==> config.mk <==
export PLATFORM = sky130hd
export DESIGN_NAME = div_sequencer
export DESIGN_NICKNAME = d
export VERILOG_FILES = /design/src/rtl/div_sequencer.sv
export SDC_FILE = /design/constraint.sdc
export NUM_CORES = 1
export LEC_CHECK = 0
export CORE_MARGIN = 2
export CORE_UTILIZATION = 41
export DETAILED_ROUTE_END_ITERATION = 10
export PLACE_DENSITY = 0.87
export SYNTH_ARGS = -nofsm -noshare
export SYNTH_HDL_FRONTEND = slang
export SYNTH_SLANG_ARGS = --single-unit
==> constraint.sdc <==
create_clock -name clk -period 7 [get_ports clk]
set_input_delay 1.4 -clock clk [delete_from_list [all_inputs] [get_ports clk]]
set_output_delay 1.4 -clock clk [all_outputs]
set_load 0.05 [all_outputs]
==> src/rtl/div_sequencer.sv <==
// rtl/div_sequencer.sv - divide sequencer: stalls EX, counts down the divider, owns HI/LO
// Optional DIV_ZERO_TRAP_EN: zero divisor raises trap_divzero instead of running the divider.
module div_sequencer #(
  parameter int DIV_CYCLES = 34,
  parameter int XLEN       = 32
) (
  input  logic            clk,
  input  logic            reset,
  input  logic            div_req,
  input  logic [XLEN-1:0] div_inB,
  input  logic            flush,
  input  logic            mthi_we,
  input  logic            mtlo_we,
  input  logic [XLEN-1:0] hilo_wdata,
  input  logic [XLEN-1:0] du_quo,
  input  logic [XLEN-1:0] du_rem,
  output logic [5:0]      cpu_divcy,
  output logic            div_stall,
  output logic [XLEN-1:0] hi,
  output logic [XLEN-1:0] lo,
  output logic            trap_divzero
);

  typedef enum logic [1:0] {IDLE, RUN, WRITE} state_e;

  localparam logic [5:0] DivCyInit = 6'(DIV_CYCLES);

`ifdef DIV_ZERO_TRAP_EN
  localparam bit TrapEn = 1'b1;
`else
  localparam bit TrapEn = 1'b0;
`endif

  state_e          state_q;
  logic [5:0]      divcy_q;
  logic [XLEN-1:0] hi_q;
  logic [XLEN-1:0] lo_q;
  logic            trap_q;
  logic            req_go;
  logic            trap_hit;

  // A request is only honoured from IDLE and a flush in the same cycle kills it.
  assign req_go   = (state_q == IDLE) && div_req && !flush;
  assign trap_hit = TrapEn && (div_inB == '0);

  always_ff @(posedge clk or posedge reset) begin
    if (reset) begin
      state_q <= IDLE;
      divcy_q <= '0;
      hi_q    <= '0;
      lo_q    <= '0;
      trap_q  <= 1'b0;
    end else begin
      trap_q <= 1'b0;
      case (state_q)
        IDLE: begin
          if (req_go) begin
            if (trap_hit) begin
              trap_q <= 1'b1;
            end else begin
              state_q <= RUN;
              divcy_q <= DivCyInit;
            end
          end else if (!flush) begin
            if (mthi_we) hi_q <= hilo_wdata;
            if (mtlo_we) lo_q <= hilo_wdata;
          end
        end
        RUN: begin
          if (flush) begin
            state_q <= IDLE;
            divcy_q <= '0;
          end else if (divcy_q == 6'd1) begin
            state_q <= WRITE;
            divcy_q <= '0;
          end else begin
            divcy_q <= divcy_q - 6'd1;
          end
        end
        WRITE: begin
          // Result commits even under flush; the divide has already retired.
          lo_q    <= du_quo;
          hi_q    <= du_rem;
          state_q <= IDLE;
        end
        default: begin
          state_q <= IDLE;
          divcy_q <= '0;
        end
      endcase
    end
  end

  assign div_stall    = (state_q != IDLE) || req_go;
  assign cpu_divcy    = divcy_q;
  assign hi           = hi_q;
  assign lo           = lo_q;
  assign trap_divzero = trap_q;

endmodule

After elaboration in Yosys (flattened, before gate mapping)

Cells that the tools add are included.

Reductions and logical operators: 11
Eq/ne operators: 9
Bitwise gates (word level): 1
Add/subtract/negate cells: 1
Multiplexer cells: 16

Operator list:

| operator                                                            | count |
|---|---|
| 32-bit two-way mux                                                  | 6 |
| 32-bit case mux with 2 select lines                                 | 2 |
| 6-bit two-way mux                                                   | 3 |
| 6-bit case mux with 3 select lines                                  | 1 |
| 2-bit != test (second input constant)                               | 5 |
| 4-bit AND reduction                                                 | 2 |
| 6-bit by 1-bit == test with 1-bit output (second input constant)    | 1 |
| 2-bit two-way mux                                                   | 3 |
| 6-bit by 1-bit subtractor with 6-bit output (second input constant) | 1 |
| 2-bit case mux with 2 select lines                                  | 1 |
| 2-bit AND reduction                                                 | 2 |
| 2-bit nonzero test                                                  | 2 |
| 3-bit != test (second input constant)                               | 1 |
| 2-bit by 1-bit == test with 1-bit output (second input constant)    | 1 |
| 2-bit == test (second input constant)                               | 1 |
| 1-bit logical AND                                                   | 2 |
| 2-bit zero test                                                     | 1 |
| 1-bit zero test                                                     | 1 |
| 1-bit logical OR                                                    | 1 |
| 1-bit NOT                                                           | 1 |

Output and inout bits: 72
Input bits: 134
Register bits after elaboration: 72
Logic and storage cells: 42

Logic depth before layout (Yosys ltp)

Gate-level depths: netlist (run 1).

Depth after elaboration: 5
Gate-level depth with buffers: 7
Depth with buffers taken out: 5

Worst setup path before layout (run 1)

OpenSTA, ideal clock, no wires.

Path kind: input -> output
Start: input port div_req
End: output port div_stall
Path slack: 2,787 ps
Data arrival time: 2,813 ps
Data required time: 5,600 ps
Stages: 3
Buffers on the path: 1
Cell sequence: clkbuf_1 > inv_1 > o21ai_0

Word-level cells in the longest chain between the ends: 3

RTL lines:

| item                            | RTL line | source |
|---|---|---|
| start: declaration              | 9        | `input logic div_req,` |
| 1-bit logical AND (2 in series) | 43       | `assign req_go = (state_q == IDLE) && div_req && !flush;` |
| 1-bit logical OR                | 94       | `assign div_stall = (state_q != IDLE) \|\| req_go;` |
| end: declaration                | 18       | `output logic div_stall,` |

Every way passes these cells.

Worst setup path after layout (run 1)

Ends and elaborated chain as after synthesis.

==> impl_metrics.toml, run 1 <==
[timing]
rsz0062_at_grt = "no"
drv_slew = 0
fin_crit_sh_pct = 65.0
worst_pin_slew_ps = 1090
setup_violations = 0
hold_violations = 0
finalClockSkew_ps = 11.5
max-slew-margin-rel_pct = 27.2
finalSetupTns_ps = 0
fmax_ghz = 0.220
period_minus_slack_ps = 4550

[flow_run]
max-cap-violations = 0

[cells_and_area]
fin_util_pct = 66.5
diodes = 0
syn_to_final_growth_pct = 56.9
drive_gt1_share_pct = 10.7
fill_cells = 691
seqCellArea_um2 = 1800
multi_input_area_um2 = 1540
final_nets = 635

[status]
status = "complete, no violations"

[synth]
synth_xor_area_share_pct = 0.755
ys_async_sr_fraction_pct = 100
yosys.area_share.simple_pct = 13.8
ys_top_cells_by_area = "dfrtp_1, mux2i_1, nand2_1"
synth_most_common_cell = "nand2_1"
synth_fp_nets = 472
syn_area_per_cell_um2 = 10.4
synth_compound_area_share_pct = 15.9
netlist.area_leader.share_pct = 51.8
yosysWarnings = 0
ys_top_cells_by_count = "nand2_1, dfrtp_1, mux2i_1, o21ai_2, a22oi_1"
synth_cell_types = 27
ys_seq_area_share_pct = 51.8
synth_fa_ha_area_share_pct = 0.719
synth_flop_cell = "dfrtp_1"
yosys.area.top_type = "dfrtp_1"
synth_top_family_by_area = "compound AO/OA/AOI/OAI gates"
syn-cell-area_um2 = 3480
ys_ff_latch = 72
syn_inst = 336
synth_mux_area_share_pct = 12.4
synth_edf_count = 0

[power_and_ir_drop]
clockPowerShare_pct = 19.3
p_int_uw = 1080
power_density_nw_per_um2 = 345
p_sw_uw = 809
ir_worst_vdd_uv = 194
p_leak_uw = 0.00223
p_seq_share_pct = 32.0
combPwrFrac_pct = 48.7
sw_frac_of_total_pct = 42.9

[route]
route.vias.total = 3064
ant_nets = 0
dr.pass1.iters = 4
drc = 0
wirelength_um = 9580
avgRoutedWirePerCell_um = 15.8
viasPerCell = 5.04
drt_iter0_drc = 87

[clock_network]
clock_sinks = 72
root_buffer = "clkbuf_8"
h-tree-depth = 3
cts_buffer_depth = 2
clock_latency_ps = 330
cts_resized = 0
clkSlewWorstSetupHoldPaths_ps = 60
numCtsBuffers = 9
ctsHoldBuffers = 0
postCtsSetupBuffers = 0
cts_tree = "done"

[placement]
port_buffers = 172
place_congestion = 0.852
hpwl_um = 6970

[worst_setup_path]
ff2ff_path_depth = 4
crit_path_top_delay_cell = "clkdlybuf4s50_1"
r2r_start = "state_q[0]$_DFFE_PP0P_"
cpPeakStageDelay_ps = 830
worst-setup-path-type = "in2out"
start_kind = "input port"
crit_top_cell = "clkdlybuf4s50_1"
critPathCapture = "div_stall"
worstPathMaxFanout = 7
startpoint = "div_req"
crit_chain = "clkdlybuf4s50_1 -> inv_1 -> o21ai_0 -> clkdlybuf4s50_1"
endpoint_kind = "primary output"
arrival_ps = 3150
reg2reg_to = "hi[31]$_DFFE_PP0P_"
rrSetupSlack_ps = 4120
worstPathRequired_ps = 5600

[floorplanning]
die_h_um = 96.1
die_area_um2 = 9240
start_util_pct = 42.4
coreArea_um2 = 8220
placement_rows = 33
fp.dieW_um = 96.1
ios = 206

[grt]
track_usage_pct = 20.9
antenna_found_initial = 0
grt-ovfl-total = 0
grt_max_degree = 73
grt_pass1_wl_um = 14800
grt_pass1_vias = 3048

[min_path]
hold_path_class = "reg2reg"
state kept, by name, indices dropped and copies added, names as in the netlist:
signal and flops:
hi 32, lo 32, cpu_divcy 6, state_q 2
stage by stage:
step	power (µW)	setup slack, ps	hold slack, ps	area (µm²)	instances
floorplan	1180	2790	515	3480	336
global placement	1510	2440	450	5240	593
detailed placement	1530	2480	456	5240	593
CTS	1900	2460	471	5460	608
global route	1970	2390	493	5460	608
finish	1880	2450	471	5460	608
layer usage:
layer  global-route usage [%]  up-vias  wire length (µm)
li1                         -     1479                 -
met1                     24.7     1446              3810
met2                     37.1      124              4870
met3                     4.78       15               755
met4                     7.14        0               144
met5                        0        -                 0
layout by cell type (no fill, tap or decap), types with 2 or more instances in the layout:
cell type	n
clkdlybuf4s50_1	172
nand2_1	96
dfrtp_1	72
mux2i_1	43
o21ai_2	30
a22oi_1	23
o21ai_1	13
clkbuf_8	11
nor2_1	4
o22ai_1	4
buf_4	4
nor3_1	3
nand3_1	3
inv_1	3
xor2_1	2
nand3b_1	2
a21oi_1	2
ha_1	2
bufinv_16	2
cells by family after synthesis:
group                    count (synthesis)
AND/OR/NAND/NOR                        113
multiplexers                            43
other                                    1
AO/OA/AOI/OAI                           74
XOR/XNOR                                 3
adder cells (fa/ha/maj)                  2
flip-flops                              72
buffers and inverters                   28
cell type report:
type	count	share of cell area, %
clock inverters	3	1.19
multi-input cells	236	28.2
clock buffers	12	2.84
well taps	105	2.41
repair buffers	176	32.1
inverters	4	0.275
flip-flops and latches	72	33.0
critical path, delay by kind of cell:
family                 cells  cell delay [ps]
AO/OA/AOI/OAI              1              160
buffers and inverters      3             1580
power groups by stage:
stage | clock network, µW | logic [µW] | registers (µW)
detailed placement | 0 | 923 | 609
CTS | 374 | 924 | 603
finish | 365 | 917 | 603
global route | 392 | 962 | 618
floorplan | 0 | 175 | 1010
global placement | 0 | 905 | 604
how the worst min path moves through the flow:
stage / from / end / depth (start not counted)
floorplan: state_q[1]$_DFFE_PP0P_ / state_q[0]$_DFFE_PP0P_ / 1
global placement: hi[19]$_DFFE_PP0P_ / hi[19]$_DFFE_PP0P_ / 2
detailed placement: hi[21]$_DFFE_PP0P_ / hi[21]$_DFFE_PP0P_ / 2
CTS: hi[21]$_DFFE_PP0P_ / hi[21]$_DFFE_PP0P_ / 2
global route: hi[10]$_DFFE_PP0P_ / hi[10]$_DFFE_PP0P_ / 2
finish: hi[21]$_DFFE_PP0P_ / hi[21]$_DFFE_PP0P_ / 2
No activity file was read; power rests on OpenSTA's default activity.
==> run 2: changes to the inputs <==
--- a/config.mk
+++ b/config.mk
@@ -6,9 +6,9 @@
 export NUM_CORES = 1
 export LEC_CHECK = 0
 export CORE_MARGIN = 2
-export CORE_UTILIZATION = 41
+export CORE_UTILIZATION = 34
 export DETAILED_ROUTE_END_ITERATION = 10
-export PLACE_DENSITY = 0.87
+export PLACE_DENSITY = 0.77
 export SYNTH_ARGS = -nofsm -noshare
 export SYNTH_HDL_FRONTEND = slang
 export SYNTH_SLANG_ARGS = --single-unit
==> constraint.sdc (replaced) <==
create_clock -name clk -period 4.1 [get_ports clk]
set_input_delay 0.82 -clock clk [delete_from_list [all_inputs] [get_ports clk]]
set_output_delay 0.82 -clock clk [all_outputs]
set_load 0.05 [all_outputs]
==> impl_metrics.toml, run 2 (synthesis gave the netlist of run 1 again) <==
[route]
ant_nets = 0
route.met3.wl_um = 717
route.vias.total = 3048
met1Wirelength_um = 4120
avgRoutedWirePerCell_um = 14.8
drc = 0
drt_iter0_drc = 133
dr.pass1.iters = 4
viasPerCell = 4.78
wl_met2_um = 4450
wirelength_um = 9460
dr.max_layer_used = "met4"

[worst_setup_path]
ff2ff_path_depth = 4
start_kind = "input port"
rrSetupSlack_ps = 2010
worstPathRequired_ps = 3280
arrival_ps = 2540
endpoint_kind = "primary output"
worst-setup-path-type = "in2out"
r2r_start = "state_q[0]$_DFFE_PP0P_"
worstPathMaxFanout = 7
reg2reg_to = "hi[31]$_DFFE_PP0P_"
startpoint = "div_req"

[min_path]
hp-start = "hi[20]$_DFFE_PP0P_"
hold_path_class = "reg2reg"
hold_path_depth = 2
min_to = "hi[20]$_DFFE_PP0P_"

[timing]
fmax_ghz = 0.298
max-slew-margin-rel_pct = 36.1
finalClockSkew_ps = 5.57
period_minus_slack_ps = 3360
worst_pin_slew_ps = 956
setup_violations = 0
hold_violations = 0
fin_crit_sh_pct = 81.9
rsz0062_at_grt = "no"
finalSetupTns_ps = 0
drv_slew = 0

[clock_network]
cts_resized = 0
cts_buffer_depth = 2
clock_latency_ps = 340
numCtsBuffers = 9
postCtsSetupBuffers = 0
h-tree-depth = 3
cts_tree = "done"
ctsHoldBuffers = 0
clkSlewWorstSetupHoldPaths_ps = 70
root_buffer = "clkbuf_8"
clock_sinks = 72

[floorplanning]
die_area_um2 = 11100
ios = 206
die_h_um = 105
placement_rows = 36
coreArea_um2 = 9860
fp.dieW_um = 105
start_util_pct = 35.3

[cells_and_area]
seqCellArea_um2 = 1800
multi_input_area_um2 = 1540
final_common_cell = "clkdlybuf4s50_1"
final_cell_mix = "clkdlybuf4s50_1, nand2_1, dfrtp_1"
stdcell_count = 638
final_nets = 637
fill_cells = 883
drive_gt1_share_pct = 10.5
syn_to_final_growth_pct = 57.5
diodes = 0

[power_and_ir_drop]
p_seq_share_pct = 33.4
clockPowerShare_pct = 16.0
sw_frac_of_total_pct = 44.2
p_sw_uw = 1360
combPwrFrac_pct = 50.6
p_leak_uw = 0.00222
p_int_uw = 1720
power_density_nw_per_um2 = 562
ir_worst_vdd_uv = 279

[grt]
grt-ovfl-total = 0
grt_pass1_wl_um = 15800
antenna_found_initial = 0
track_usage_pct = 17.9
grt_max_degree = 73
grt_pass1_vias = 3197

[placement]
dp.cells = 623
place_congestion = 0.788
hpwl_um = 6800
port_buffers = 172

[status]
status = "complete, no violations"

[flow_run]
max-cap-violations = 0
-- run 2: cell types whose count changed in the layout (fill, tap and decap cells not counted), sizes merged --
cell / delta
bufinv: -2
clkbuf: +3
clkinv: -1
buf: +2
-- run 2: worst max-delay path, cell delays in order --
cell             delay, ps
clkdlybuf4s50_1        660
inv_1                   70
o21ai_0                160
clkdlybuf4s50_1        830
-- run 2: metrics by stage --
stage          total power, µW  hold slack (ps)  worst slack, ps  cell area [µm²]  utilization (%)
3_3_place_gp              2590              449              753             5320             53.9
4_1_cts                   3120              470              754             5480             55.6
6_report                  3080              465              741             5480             55.6
2_1_floorplan             2020              515             1050             3480                -
5_1_grt                   3230              496              650             5480             55.6
3_5_place_dp              2610              455              774             5320             53.9
-- run 2: worst max path at each step --
stage                      endpoint  slack, ps  depth (start not counted)
after floorplan           div_stall       1050                          3
after global placement    div_stall        750                          4
after detailed placement  div_stall        770                          4
after CTS                 div_stall        750                          4
after global routing      div_stall        650                          4
final                     div_stall        740                          4
-- run 2: cell type report --
class                      count  area share [%]
clock buffer                  15            3.04
inverter                       4           0.274
multi-input combinational    236            28.1
sequential                    72            32.9
tap                          133            3.04
timing repair buffer         178            32.7
-- run 2: power groups by stage --
stage | registers (µW) | logic, µW | clock network (µW)
2_1_floorplan | 1720 | 298 | 0
3_3_place_gp | 1030 | 1550 | 0
3_5_place_dp | 1040 | 1570 | 0
4_1_cts | 1030 | 1570 | 517
5_1_grt | 1060 | 1630 | 542
6_report | 1030 | 1560 | 493
-- run 2: metal layers --
layer / vias up / global-route usage (%)
li1: 1489 / -
met1: 1417 / 22.9
met2: 127 / 28.2
met3: 15 / 5.05
met4: 0 / 7.62
met5: - / 0
==> run 3: changes to the inputs <==
==> constraint.sdc (replaced) <==
create_clock -name clk -period 3.05 [get_ports clk]
set_input_delay 0.61 -clock clk [delete_from_list [all_inputs] [get_ports clk]]
set_output_delay 0.61 -clock clk [all_outputs]
set_load 0.05 [all_outputs]
==> impl_metrics.toml, run 3 (synthesis gave the netlist of run 1 again) <==
[worst_setup_path]
worstPathMaxFanout = 7
start_kind = "input port"
worst-setup-path-type = "in2out"
worstPathRequired_ps = 2440
cpPeakStageDelay_ps = 660
arrival_ps = 1730
endpoint_kind = "primary output"
crit_chain = "clkdlybuf4s50_1 -> inv_1 -> o21ai_0 -> buf_4"
crit_path_top_delay_cell = "clkdlybuf4s50_1"

[timing]
fmax_ghz = 0.428
max-slew-margin-rel_pct = 51.8
finalClockSkew_ps = 8.77
finalSetupTns_ps = 0
worst_pin_slew_ps = 724
drv_slew = 0
period_minus_slack_ps = 2340
fin_crit_sh_pct = 76.6
setup_violations = 0
hold_violations = 0
rsz0062_at_grt = "no"

[grt]
track_usage_pct = 17.6
grt-ovfl-total = 0
grt_pass1_wl_um = 15700
grt_pass1_vias = 3169
antenna_found_initial = 0
grt_max_degree = 73

[cells_and_area]
syn_to_final_growth_pct = 59.2
final_cell_mix = "clkdlybuf4s50_1, nand2_1, dfrtp_1"
final_common_cell = "clkdlybuf4s50_1"
final_nets = 638
drive_gt1_share_pct = 11.8
diodes = 0
final_cell_area_um2 = 5540

[power_and_ir_drop]
clockPowerShare_pct = 19.4
finalPower_uw = 4320
p_leak_uw = 0.00226
p_int_uw = 2450
power_density_nw_per_um2 = 779
sw_frac_of_total_pct = 43.2
p_sw_uw = 1860
ir_worst_vdd_uv = 406
combPwrFrac_pct = 48.6
p_seq_share_pct = 32.0

[clock_network]
cts_resized = 0
root_buffer = "clkbuf_8"
clkSlewWorstSetupHoldPaths_ps = 80
ctsHoldBuffers = 0
cts_tree = "done"
h-tree-depth = 3
cts_buffer_depth = 2
postCtsSetupBuffers = 0
numCtsBuffers = 9
clock_latency_ps = 340
clock_sinks = 72

[placement]
port_buffers = 172
place_congestion = 0.810
hpwl_um = 6920
dpl_cell_area_um2 = 5320

[floorplanning]
start_util_pct = 35.3
die_h_um = 105
coreArea_um2 = 9860
die_area_um2 = 11100
placement_rows = 36
fp.dieW_um = 105
ios = 206

[min_path]
hold_path_class = "reg2reg"

[route]
ant_nets = 0
drc = 0
avgRoutedWirePerCell_um = 15.0
wirelength_um = 9590
viasPerCell = 4.75
route.vias.total = 3039
dr.pass1.iters = 4
drt_iter0_drc = 115

[status]
status = "complete, no violations"

[flow_run]
max-cap-violations = 0
[run 3: worst max-delay path, delay by kind of cell]
kind                   cells  cell delay, ps
AO/OA/AOI/OAI              1             160
buffers and inverters      3             950
[run 3: through the flow]
step / worst slack, ps / std cells / hold WS [ps] / utilization [%]
floorplan: 417 / 336 / 515 / -
global placement: 567 / 624 / 451 / 53.9
detailed placement: 513 / 624 / 456 / 53.9
CTS: 716 / 640 / 473 / 56.2
global route: 637 / 640 / 488 / 56.2
finish: 715 / 640 / 468 / 56.2
[run 3: worst paths after layout]
| kind | start | to | depth (start not counted) | slack [ps] |
|---|---|---|---|---|
| setup / recovery | div_req | div_stall | 4 | 710 |
| hold / removal | hi[17]$_DFFE_PP0P_ | hi[17]$_DFFE_PP0P_ | 2 | 470 |
| setup reg to reg | state_q[0]$_DFFE_PP0P_ | hi[31]$_DFFE_PP0P_ | 4 | 1150 |
| hold reg to reg | hi[17]$_DFFE_PP0P_ | hi[17]$_DFFE_PP0P_ | 2 | 470 |
| max in group asynchronous | reset | hi[3]$_DFFE_PP0P_ | 3 | 2040 |
| min in group asynchronous | reset | lo[0]$_DFFE_PP0P_ | 3 | 650 |
[run 3: layout make-up]
class	count	area [µm²]
clock buffer	10	138
clock inverter	6	82.6
fill	898	4320
inverter	4	15.0
multi-input combinational	236	1540
sequential	72	1800
tap	133	166
timing repair buffer	179	1800
[run 3: layer usage]
layer  share of wire (%)  global-route usage (%)  wire length [µm]
met5                   0                       0                 0
met4                 1.1                    4.95               103
met3                 6.7                    4.87               642
met2                  48                    29.0              4570
met1                  45                    22.7              4280
[run 3: power by group through the flow]
| stage | Clock [µW] | Sequential, µW | Combinational (µW) |
|---|---|---|---|
| floorplan | 0 | 2310 | 401 |
| global placement | 0 | 1390 | 2090 |
| detailed placement | 0 | 1400 | 2110 |
| CTS | 870 | 1390 | 2120 |
| global route | 903 | 1420 | 2200 |
| finish | 837 | 1380 | 2100 |
